### src/rtl/pc_predict_unit_if.sv
// Resolution bundle from the ID stage into pc_predict_unit.
// master: ID stage drives res_*; slave: pc_predict_unit consumes.
interface pc_predict_unit_if #(
  parameter int WIDTH = 32
);
  logic             res_valid;
  logic [WIDTH-1:0] res_pc;
  logic             res_beq;
  logic             res_bne;
  logic             res_jump;
  logic             res_zero;
  logic [WIDTH-1:0] res_branch_addr;
  logic [WIDTH-1:0] res_jump_addr;
  logic             res_pred_taken;
  logic [WIDTH-1:0] res_pred_target;

  modport master (
    output res_valid, res_pc,
    output res_beq, res_bne, res_jump, res_zero,
    output res_branch_addr, res_jump_addr,
    output res_pred_taken, res_pred_target
  );

  modport slave (
    input res_valid, res_pc,
    input res_beq, res_bne, res_jump, res_zero,
    input res_branch_addr, res_jump_addr,
    input res_pred_taken, res_pred_target
  );
endinterface

### src/rtl/pc_predict_unit.sv
// IF-stage next-PC generator with BTB prediction and ID-stage redirect.
// Ports: clk, rst_n (async low), stall; pc/pred_taken/pred_target out;
// res (slave modport) carries the ID resolution; flush squashes IF/ID.
// PC_PREDICT_BTB_EN defined: direct-mapped BTB with 2-bit counters;
// undefined: static predict-not-taken, no BTB storage.
module pc_predict_unit #(
  parameter int               WIDTH     = 32,
  parameter int               BTB_DEPTH = 16,
  parameter logic [WIDTH-1:0] RESET_PC  = '0
) (
  input  logic             clk,
  input  logic             rst_n,
  input  logic             stall,
  output logic [WIDTH-1:0] pc,
  output logic             pred_taken,
  output logic [WIDTH-1:0] pred_target,
  pc_predict_unit_if.slave res,
  output logic             flush
);

  logic [WIDTH-1:0] pc_q;
  logic [WIDTH-1:0] pc_d;
  logic [WIDTH-1:0] pc_plus4;
  logic             taken;
  logic             is_br;
  logic             mispredict;
  logic [WIDTH-1:0] actual;
  logic [WIDTH-1:0] correct;

  assign pc_plus4 = pc_q + WIDTH'(4);
  assign pc       = pc_q;

  assign is_br = res.res_beq | res.res_bne
               | res.res_jump;
  assign taken = res.res_jump
               | (res.res_beq & res.res_zero)
               | (res.res_bne & ~res.res_zero);
  assign actual = res.res_jump ? res.res_jump_addr
                               : res.res_branch_addr;
  assign correct = taken ? actual
                         : res.res_pc + WIDTH'(4);

  assign mispredict = res.res_valid &
    ((taken != res.res_pred_taken) |
     (taken & (res.res_pred_target != actual)));
  assign flush = mispredict;

`ifdef PC_PREDICT_BTB_EN
  localparam int IDX = $clog2(BTB_DEPTH);
  localparam int TW  = WIDTH - IDX - 2;

  logic             vld_q [BTB_DEPTH];
  logic [TW-1:0]    tag_q [BTB_DEPTH];
  logic [WIDTH-1:0] tgt_q [BTB_DEPTH];
  logic [1:0]       ctr_q [BTB_DEPTH];

  logic [IDX-1:0]   l_idx;
  logic [TW-1:0]    l_tag;
  logic             l_hit;
  logic [IDX-1:0]   u_idx;
  logic [TW-1:0]    u_tag;
  logic             u_hit;
  logic             upd_en;
  logic [WIDTH-1:0] tgt_d;
  logic [1:0]       ctr_d;
  logic [1:0]       ctr_cur;

  assign l_idx = pc_q[IDX+1:2];
  assign l_tag = pc_q[WIDTH-1:IDX+2];
  assign l_hit = vld_q[l_idx] &
                 (tag_q[l_idx] == l_tag);

  assign pred_taken  = l_hit & ctr_q[l_idx][1];
  assign pred_target = pred_taken ? tgt_q[l_idx]
                                  : pc_plus4;

  assign u_idx   = res.res_pc[IDX+1:2];
  assign u_tag   = res.res_pc[WIDTH-1:IDX+2];
  assign u_hit   = vld_q[u_idx] &
                   (tag_q[u_idx] == u_tag);
  assign ctr_cur = ctr_q[u_idx];

  // Miss + not taken leaves the entry untouched.
  assign upd_en = res.res_valid & is_br &
                  (u_hit | taken);

  always_comb begin
    tgt_d = tgt_q[u_idx];
    ctr_d = ctr_cur;
    if (taken) tgt_d = actual;
    if (!u_hit) begin
      ctr_d = res.res_jump ? 2'd3 : 2'd2;
    end else if (res.res_jump) begin
      ctr_d = 2'd3;
    end else if (taken) begin
      if (ctr_cur != 2'd3) ctr_d = ctr_cur + 2'd1;
    end else begin
      if (ctr_cur != 2'd0) ctr_d = ctr_cur - 2'd1;
    end
  end

  always_ff @(posedge clk or negedge rst_n) begin
    if (!rst_n) begin
      for (int i = 0; i < BTB_DEPTH; i++) begin
        vld_q[i] <= 1'b0;
        tag_q[i] <= '0;
        tgt_q[i] <= '0;
        ctr_q[i] <= 2'd0;
      end
    end else if (upd_en) begin
      vld_q[u_idx] <= 1'b1;
      tag_q[u_idx] <= u_tag;
      tgt_q[u_idx] <= tgt_d;
      ctr_q[u_idx] <= ctr_d;
    end
  end
`else
  assign pred_taken  = 1'b0;
  assign pred_target = pc_plus4;
`endif

  // Redirect beats stall: a resolved mispredict must not be lost.
  always_comb begin
    pc_d = pred_target;
    if (mispredict) begin
      pc_d = correct;
    end else if (stall) begin
      pc_d = pc_q;
    end
  end

  always_ff @(posedge clk or negedge rst_n) begin
    if (!rst_n) pc_q <= RESET_PC;
    else        pc_q <= pc_d;
  end

endmodule

### src/flat_wrapper.sv
// flat-port wrapper written by rule: the top's interface ports become plain ports
module pc_predict_unit_flat 
#(
  parameter int               WIDTH     = 32,
  parameter int               BTB_DEPTH = 16,
  parameter logic [WIDTH-1:0] RESET_PC  = '0
)
  (clk, rst_n, stall, pc, pred_taken, pred_target, flush, res_res_valid, res_res_pc, res_res_beq, res_res_bne, res_res_jump, res_res_zero, res_res_branch_addr, res_res_jump_addr, res_res_pred_taken, res_res_pred_target);
  pc_predict_unit_if #(.WIDTH(WIDTH)) res_i ();
  input  logic clk;
  input  logic rst_n;
  input  logic stall;
  output logic [WIDTH-1:0] pc;
  output logic pred_taken;
  output logic [WIDTH-1:0] pred_target;
  output logic flush;
  input wire logic [$bits(res_i.res_valid)-1:0] res_res_valid;
  input wire logic [$bits(res_i.res_pc)-1:0] res_res_pc;
  input wire logic [$bits(res_i.res_beq)-1:0] res_res_beq;
  input wire logic [$bits(res_i.res_bne)-1:0] res_res_bne;
  input wire logic [$bits(res_i.res_jump)-1:0] res_res_jump;
  input wire logic [$bits(res_i.res_zero)-1:0] res_res_zero;
  input wire logic [$bits(res_i.res_branch_addr)-1:0] res_res_branch_addr;
  input wire logic [$bits(res_i.res_jump_addr)-1:0] res_res_jump_addr;
  input wire logic [$bits(res_i.res_pred_taken)-1:0] res_res_pred_taken;
  input wire logic [$bits(res_i.res_pred_target)-1:0] res_res_pred_target;
  assign res_i.res_valid = res_res_valid;
  assign res_i.res_pc = res_res_pc;
  assign res_i.res_beq = res_res_beq;
  assign res_i.res_bne = res_res_bne;
  assign res_i.res_jump = res_res_jump;
  assign res_i.res_zero = res_res_zero;
  assign res_i.res_branch_addr = res_res_branch_addr;
  assign res_i.res_jump_addr = res_res_jump_addr;
  assign res_i.res_pred_taken = res_res_pred_taken;
  assign res_i.res_pred_target = res_res_pred_target;
  pc_predict_unit #(.WIDTH(WIDTH), .BTB_DEPTH(BTB_DEPTH), .RESET_PC(RESET_PC)) u_core (.clk(clk), .rst_n(rst_n), .stall(stall), .pc(pc), .pred_taken(pred_taken), .pred_target(pred_target), .res(res_i), .flush(flush));
endmodule
### config.mk
export PLATFORM = sky130hd
export DESIGN_NAME = pc_predict_unit_flat
export DESIGN_NICKNAME = d
export VERILOG_FILES = /design/src/rtl/pc_predict_unit_if.sv /design/src/rtl/pc_predict_unit.sv /design/src/flat_wrapper.sv
export SDC_FILE = /design/constraint.sdc
export NUM_CORES = 1
export LEC_CHECK = 0
export CORE_MARGIN = 2
export CORE_UTILIZATION = 43
export CTS_CLUSTER_DIAMETER = 30
export DETAILED_ROUTE_END_ITERATION = 10
export GPL_TIMING_DRIVEN = 0
export PLACE_DENSITY = 0.86
export SKIP_LAST_GASP = 1
export SLEW_MARGIN = 5
export SYNTH_ARGS = -nofsm -noshare
export SYNTH_HDL_FRONTEND = slang
export SYNTH_SLANG_ARGS = --single-unit
### constraint.sdc
create_clock -name clk -period 7.7 [get_ports clk]
set_input_delay 1.54 -clock clk [delete_from_list [all_inputs] [get_ports clk]]
set_output_delay 1.54 -clock clk [all_outputs]
set_load 0.1 [all_outputs]
==> key figures, run 1 <==
Status
  • Status: finished, final reports clean

Die
  • Core area: 8300 sq um
  • Row count: 33
  • Io pins: 203
  • Initial Util: 44.9%
  • Die area: 9420 sq um
  • Die height: 97.1 um
  • Chip width: 97.1 um

Clock tree
  • Cts-stage hold buffer count: 0
  • Clk slew on worst S/H paths: 0.07 ns
  • Clk buf depth: 2
  • Postcts setup bufs: 0
  • Clk Latency, worst-skew pair: 0.28 ns
  • Resized cells post-CTS: 0
  • CTS Sinks: 32
  • CTS tree: built
  • H-tree levels: 2
  • Root buf cell: clkbuf_8
  • Num CTS Buffers: 5

Worst setup path
  • Type of origin of the critical path: input pin
  • Worst R2R Start: u_core.pc[2]
  • Flop2flop setup slack: 5.23 ns
  • Critical Path AT: 4.65 ns
  • Crit end category: output port
  • RR Endpoint: u_core.pc[16]
  • Critical path peak fanout: 10
  • Cell count of the worst reg-to-reg path: 9
  • Required @ worst endpoint: 6.16 ns
  • Kind of critical path: input pin to output port

Logic synthesis
  • Most frequent cell after synthesis: xnor2_1
  • Post-synthesis register bit count: 32
  • Synth top area cells: dfrtp_1 22%, xnor2_1 19%, mux2i_1 16%, xor2_1 8.7%, nand2_1 6.4%
  • Post-Synthesis Net Count: 593
  • Post-Synthesis Cell Area: 3720 sq um
  • Async set-reset flop share out of synthesis: 100%
  • Mapped Avg Cell Area: 8.20 sq um
  • Synth top cells by count: 79 x xnor2_1, 63 x nand2_1, 59 x mux2i_1
  • Warnings from Yosys: 0
  • Mapped Cells: 454
  • Cell variety after synth: 33
  • Number of synthesized flops with an enable pin: 0
  • Share of the synthesized area in the top cell type: 21.5%
  • Register area share after synthesis: 21.5%
  • Cell accounting for the most synthesized area: dfrtp_1
  • Primary FF master, synth: dfrtp_1

Timing
  • Post-route minimum period: 6.19 ns
  • Final setup fails: 0
  • Worst Setup Slack, final: 1.51 ns
  • Hold Vio Cnt, Final: 0
  • Fin crit share: 80.4%
  • Max-slew violations: 0
  • Clock skew: 0.00888 ns
  • Slew Limit Headroom: 28.2%
  • Unrepaired setup endpoints after global routing: no
  • Total negative setup slack: 0 ns
  • Fmax: 162 MHz
  • Worst-Margin Slew: 1.07 ns

Routing
  • Total wire length: 13000 um
  • DRC violation total after the first TritonRoute iteration: 175
  • DR vias: 4006
  • Wire per inst: 17.0 um
  • # DRC: 0
  • Post-route ant nets: 0
  • DR pass1 iterations: 4
  • Vias per std cell: 5.22

Pwr
  • Power density cells: 253 nW/um^2
  • Max VDD drop: 205 uV
  • Pleak: 2.32 nW

Cells and area
  • Nets: 800
  • Max reg flops: 32
  • Filler cells: 647
  • Fraction of layout cells with a size suffix above 1: 4.83%
  • N_diodes: 0
  • Synthesis-to-layout area growth: 60.1%

Hold path
  • Hold depth: 1
  • Hold Path Class: flip-flop to flip-flop
  • Worst min-delay path endpoint: u_core.pc[1]
  • Min-delay src: u_core.pc[1]

GRT
  • Initial antenna violation count: 0
  • Vias in the first global route: 4139
  • Largest net degree at the start of global routing: 33
  • GRT Util Overall: 27.4%
  • Overflow after GRT: 0
  • Wire length of the first global-routing pass: 20900 um

Place
  • # port buffers: 200
  • Placement Setup Slack: 1.50 ns
  • Routability cong.: 0.891
  • HPWL after detailed placement: 11200 um

Flow run
  • Max-cap viol count: 0
## layer usage
metal	wire (um)	track usage, %	up-vias
met4	301	7.58	0
met2	6690	50.5	179
met3	861	5.18	23
met1	5190	32.1	1843
met5	0	0	-
li1	-	-	1961
## how the worst max path moves through the flow
stage | startpoint | to | slack (ns) | cells past startpoint
finish | res_res_bne | flush | 1.51 | 8
global route | res_res_bne | flush | 1.41 | 8
CTS | res_res_branch_addr[14] | flush | 1.50 | 9
detailed placement | res_res_branch_addr[14] | flush | 1.50 | 9
global placement | res_res_branch_addr[14] | flush | 1.51 | 9
floorplan | u_core.pc[4] | pred_target[19] | 2.42 | 6
## where the power goes
group | total [mW] | leakage [nW] | switching, mW | internal (mW)
clock | 0.161 | 0.0541 | 0.0655 | 0.0957
sequential | 0.260 | 0.366 | 0.0557 | 0.204
combinational | 1.09 | 1.90 | 0.787 | 0.303
## cell families after synthesis
logic type | after synthesis | synth area share [%]
flip-flops | 32 | 21.5
other | 1 | 0.101
adder cells (fa/ha/maj) | 2 | 0.672
buffers and inverters | 29 | 4.47
multiplexers | 68 | 18.9
AND/OR/NAND/NOR | 174 | 22.6
AO/OA/AOI/OAI | 32 | 4.50
XOR/XNOR | 116 | 27.3
## placed cells by master (no fill, tap or decap), types with 9 or more instances in the layout
cell / count
clkbuf_1: 14
o21ai_0: 28
xnor2_1: 79
nand3_1: 19
nand2_1: 63
mux2i_1: 59
nand4_1: 19
and3_1: 9
nor2_1: 33
dfrtp_1: 32
nor4_1: 9
clkdlybuf4s50_1: 199
xor2_1: 37
## worst max-delay path: stages
cell and delay (ns):
clkdlybuf4s50_1 0.45, nor2b_1 0.15, a211o_1 0.11, clkbuf_1 0.41, o21ai_0 0.18, a21oi_2 0.40
buf_6 0.24, clkdlybuf4s50_1 1.15
## through the flow
stage | area [sq um] | cells | util, % | power, mW | hold WS (ns)
after global routing | 5960 | 767 | 71.9 | 1.56 | 0.592
final | 5960 | 767 | 71.9 | 1.51 | 0.580
after global placement | 5860 | 759 | 70.6 | 1.34 | 0.542
after CTS | 5960 | 767 | 71.9 | 1.52 | 0.584
after detailed placement | 5850 | 759 | 70.5 | 1.35 | 0.563
after floorplan | 3720 | 454 | - | 1.05 | 1.13
## area by class of cell
type                    count  area [sq um]  area share (%)
plain buffers              26           155            2.60
well taps                 105           131            2.20
clock inverters             3          42.5           0.713
inverters                   3          11.3           0.189
flip-flops and latches     32           801            13.4
repair buffers            200          2000            33.5
clock buffers               5          68.8            1.15
multi-input cells         393          2760            46.2
No activity file was read; power rests on OpenSTA's default activity.
==> run 2: changes to the inputs <==
--- a/config.mk
+++ b/config.mk
@@ -6,11 +6,11 @@
 export NUM_CORES = 1
 export LEC_CHECK = 0
 export CORE_MARGIN = 2
-export CORE_UTILIZATION = 43
+export CORE_UTILIZATION = 36
 export CTS_CLUSTER_DIAMETER = 30
 export DETAILED_ROUTE_END_ITERATION = 10
 export GPL_TIMING_DRIVEN = 0
-export PLACE_DENSITY = 0.86
+export PLACE_DENSITY = 0.76
 export SKIP_LAST_GASP = 1
 export SLEW_MARGIN = 5
 export SYNTH_ARGS = -nofsm -noshare
==> constraint.sdc (replaced) <==
create_clock -name clk -period 5.38 [get_ports clk]
set_input_delay 1.076 -clock clk [delete_from_list [all_inputs] [get_ports clk]]
set_output_delay 1.076 -clock clk [all_outputs]
set_load 0.1 [all_outputs]
==> run 2 against run 1 <==
  * Final cell count up 3.9%
  * Critical endpoint unchanged
  * Cell area up 0.44%
  * Wire length is 3.9% higher
  * Global-route usage decreased by 3.3 points
  * Critical path type unchanged
  * Sequential share of layout area shrank 0.059 points
  * Non-clock buffer count stayed put
  * First-iteration DRC count up 45%
  * Clock power up 31%
  * Via count down 0.20%
  * Flip-flop and latch count did not move
  * Clock skew shrank 0.0043 ns
  * Critical path depth unchanged
==> key figures, run 2 (synthesized netlist as in run 1, its figures left out) <==
GRT
  • Overflow after GRT: 0
  • Vias in the first global route: 4068
  • Wire length of the first global-routing pass: 21200 um
  • GR Util met3: 4.14%
  • GRT Util Overall: 24.1%
  • Initial antenna violation count: 0
  • Top Usage Layer GRT: met2
  • Met1 Use GR: 31.2%
  • Largest net degree at the start of global routing: 33
  • M2 GR Usage: 41.6%

Timing
  • Fin crit share: 90.4%
  • Total negative setup slack: 0 ns
  • Max-slew violations: 0
  • Final setup fails: 0
  • Worst Setup Slack, final: 0.515 ns
  • Post-route minimum period: 4.87 ns
  • Unrepaired setup endpoints after global routing: no
  • Hold Vio Cnt, Final: 0
  • Slew Limit Headroom: 29.3%
  • Worst-Margin Slew: 1.05 ns
  • Fmax: 206 MHz
  • Worst hold slack: 0.574 ns
  • Clock skew: 0.00459 ns

Hold path
  • Hold depth: 1
  • Hold Path Class: flip-flop to flip-flop
  • Worst min-delay path endpoint: u_core.pc[0]
  • Min-delay src: u_core.pc[0]

Worst setup path
  • Max incr delay on CP: 0.77 ns
  • Crit-path cells: clkdlybuf4s50_1, nor2b_1, a211o_1, clkbuf_1, o21ai_0, a21oi_2, buf_6, dlymetal6s2s_1
  • Highest-delay cell along the critical path: dlymetal6s2s_1
  • Worst R2R Start: u_core.pc[7]
  • Required @ worst endpoint: 4.30 ns
  • Cell count of the worst reg-to-reg path: 9
  • Kind of critical path: input pin to output port
  • Critical path peak fanout: 10
  • Flop2flop setup slack: 2.86 ns
  • Critical Path AT: 3.79 ns
  • Crit end category: output port
  • Type of origin of the critical path: input pin
  • RR Endpoint: u_core.pc[30]

Die
  • Die area: 11200 sq um
  • Row count: 37
  • Chip width: 106 um
  • Initial Util: 36.6%
  • Io pins: 203
  • Core area: 10200 sq um
  • Die height: 106 um

Routing
  • DRC violation total after the first TritonRoute iteration: 253
  • # DRC: 0
  • Wire per inst: 17.0 um
  • DR pass1 iterations: 4
  • DR vias: 3998
  • Total wire length: 13500 um
  • Vias per std cell: 5.02
  • Post-route ant nets: 0

Cells and area
  • Max reg flops: 32
  • Commonest non-fill, non-tap cell in the layout: clkdlybuf4s50_1
  • Nets: 800
  • Synthesis-to-layout area growth: 60.9%
  • N_diodes: 0
  • Filler cells: 948
  • Most frequent cells in the layout: 198 x clkdlybuf4s50_1, 79 x xnor2_1, 63 x nand2_1
  • Fraction of layout cells with a size suffix above 1: 4.69%

Clock tree
  • CTS Sinks: 32
  • CTS tree: built
  • H-tree levels: 2
  • Postcts setup bufs: 0
  • Root buf cell: clkbuf_8
  • Clk slew on worst S/H paths: 0.07 ns
  • Num CTS Buffers: 5
  • Clk buf depth: 2
  • Clk Latency, worst-skew pair: 0.28 ns

Status
  • Status: finished, final reports clean

Pwr
  • Power density cells: 358 nW/um^2
  • Max VDD drop: 341 uV
  • Pleak: 2.33 nW

Place
  • HPWL after detailed placement: 11500 um
  • Routability cong.: 0.869
  • Placement Setup Slack: 0.122 ns
  • # port buffers: 200

Flow run
  • Max-cap viol count: 0
run 2: changes by cell type in the layout (fill, tap and decap cells not counted), sizes merged:
| cell | change |
|---|---|
| bufinv | -1 |
| clkbuf | +2 |
| clkdlybuf4s50 | -1 |
| clkinv | -1 |
| clkinvlp | -1 |
| dlymetal6s2s | +1 |
run 2: what timing repair did:
action | 4_1_cts | 5_1_grt
gates resized for setup | 0 | 1
hold buffers | 0 | 0
setup endpoints to repair | 0 | 1
run 2: layout make-up:
class / count / area, sq um / share of cell area (%)
Timing Repair Buffer: 200 / 2000 / 33.4
Clock buffer: 7 / 96.3 / 1.61
Inverter: 3 / 11.3 / 0.188
Tap cell: 136 / 170 / 2.84
Buffer: 26 / 155 / 2.59
Sequential cell: 32 / 801 / 13.4
Multi-Input combinational cell: 393 / 2760 / 46.0
run 2: worst max-delay path by stage:
| stage | from | to | slack [ns] |
|---|---|---|---|
| after floorplan | u_core.pc[4] | pred_target[19] | 0.56 |
| after global placement | res_res_jump | flush | 0.14 |
| after detailed placement | res_res_jump | flush | 0.12 |
| after CTS | res_res_jump | flush | 0.12 |
| after global routing | res_res_bne | flush | 0.33 |
| final | res_res_bne | flush | 0.51 |
run 2: worst max-delay path: cells and delay by family:
family                 cells  cell delay [ns]
AOI/OAI and AO/OA          3             0.72
buffers and inverters      4             1.87
and+or+nand+nor            1             0.13
run 2: where the power goes:
group | internal, mW | switching [mW]
Combinational | 0.434 | 1.13
Sequential | 0.292 | 0.0795
Clock | 0.114 | 0.0965
Total | 0.840 | 1.30
run 2: per-stage QoR:
stage | power, mW | instance area (sq um) | utilization, % | instances
floorplan | 1.51 | 3720 | - | 454
global placement | 1.92 | 5900 | 57.9 | 790
detailed placement | 1.94 | 5890 | 57.8 | 790
CTS | 2.15 | 5990 | 58.8 | 797
global route | 2.22 | 5990 | 58.8 | 797
finish | 2.14 | 5990 | 58.8 | 797
run 2: per-layer routing:
metal	share of wire, %	up-vias
met2	49	161
li1	-	1969
met4	2.0	0
met5	0	-
met1	43	1849
met3	6.5	19
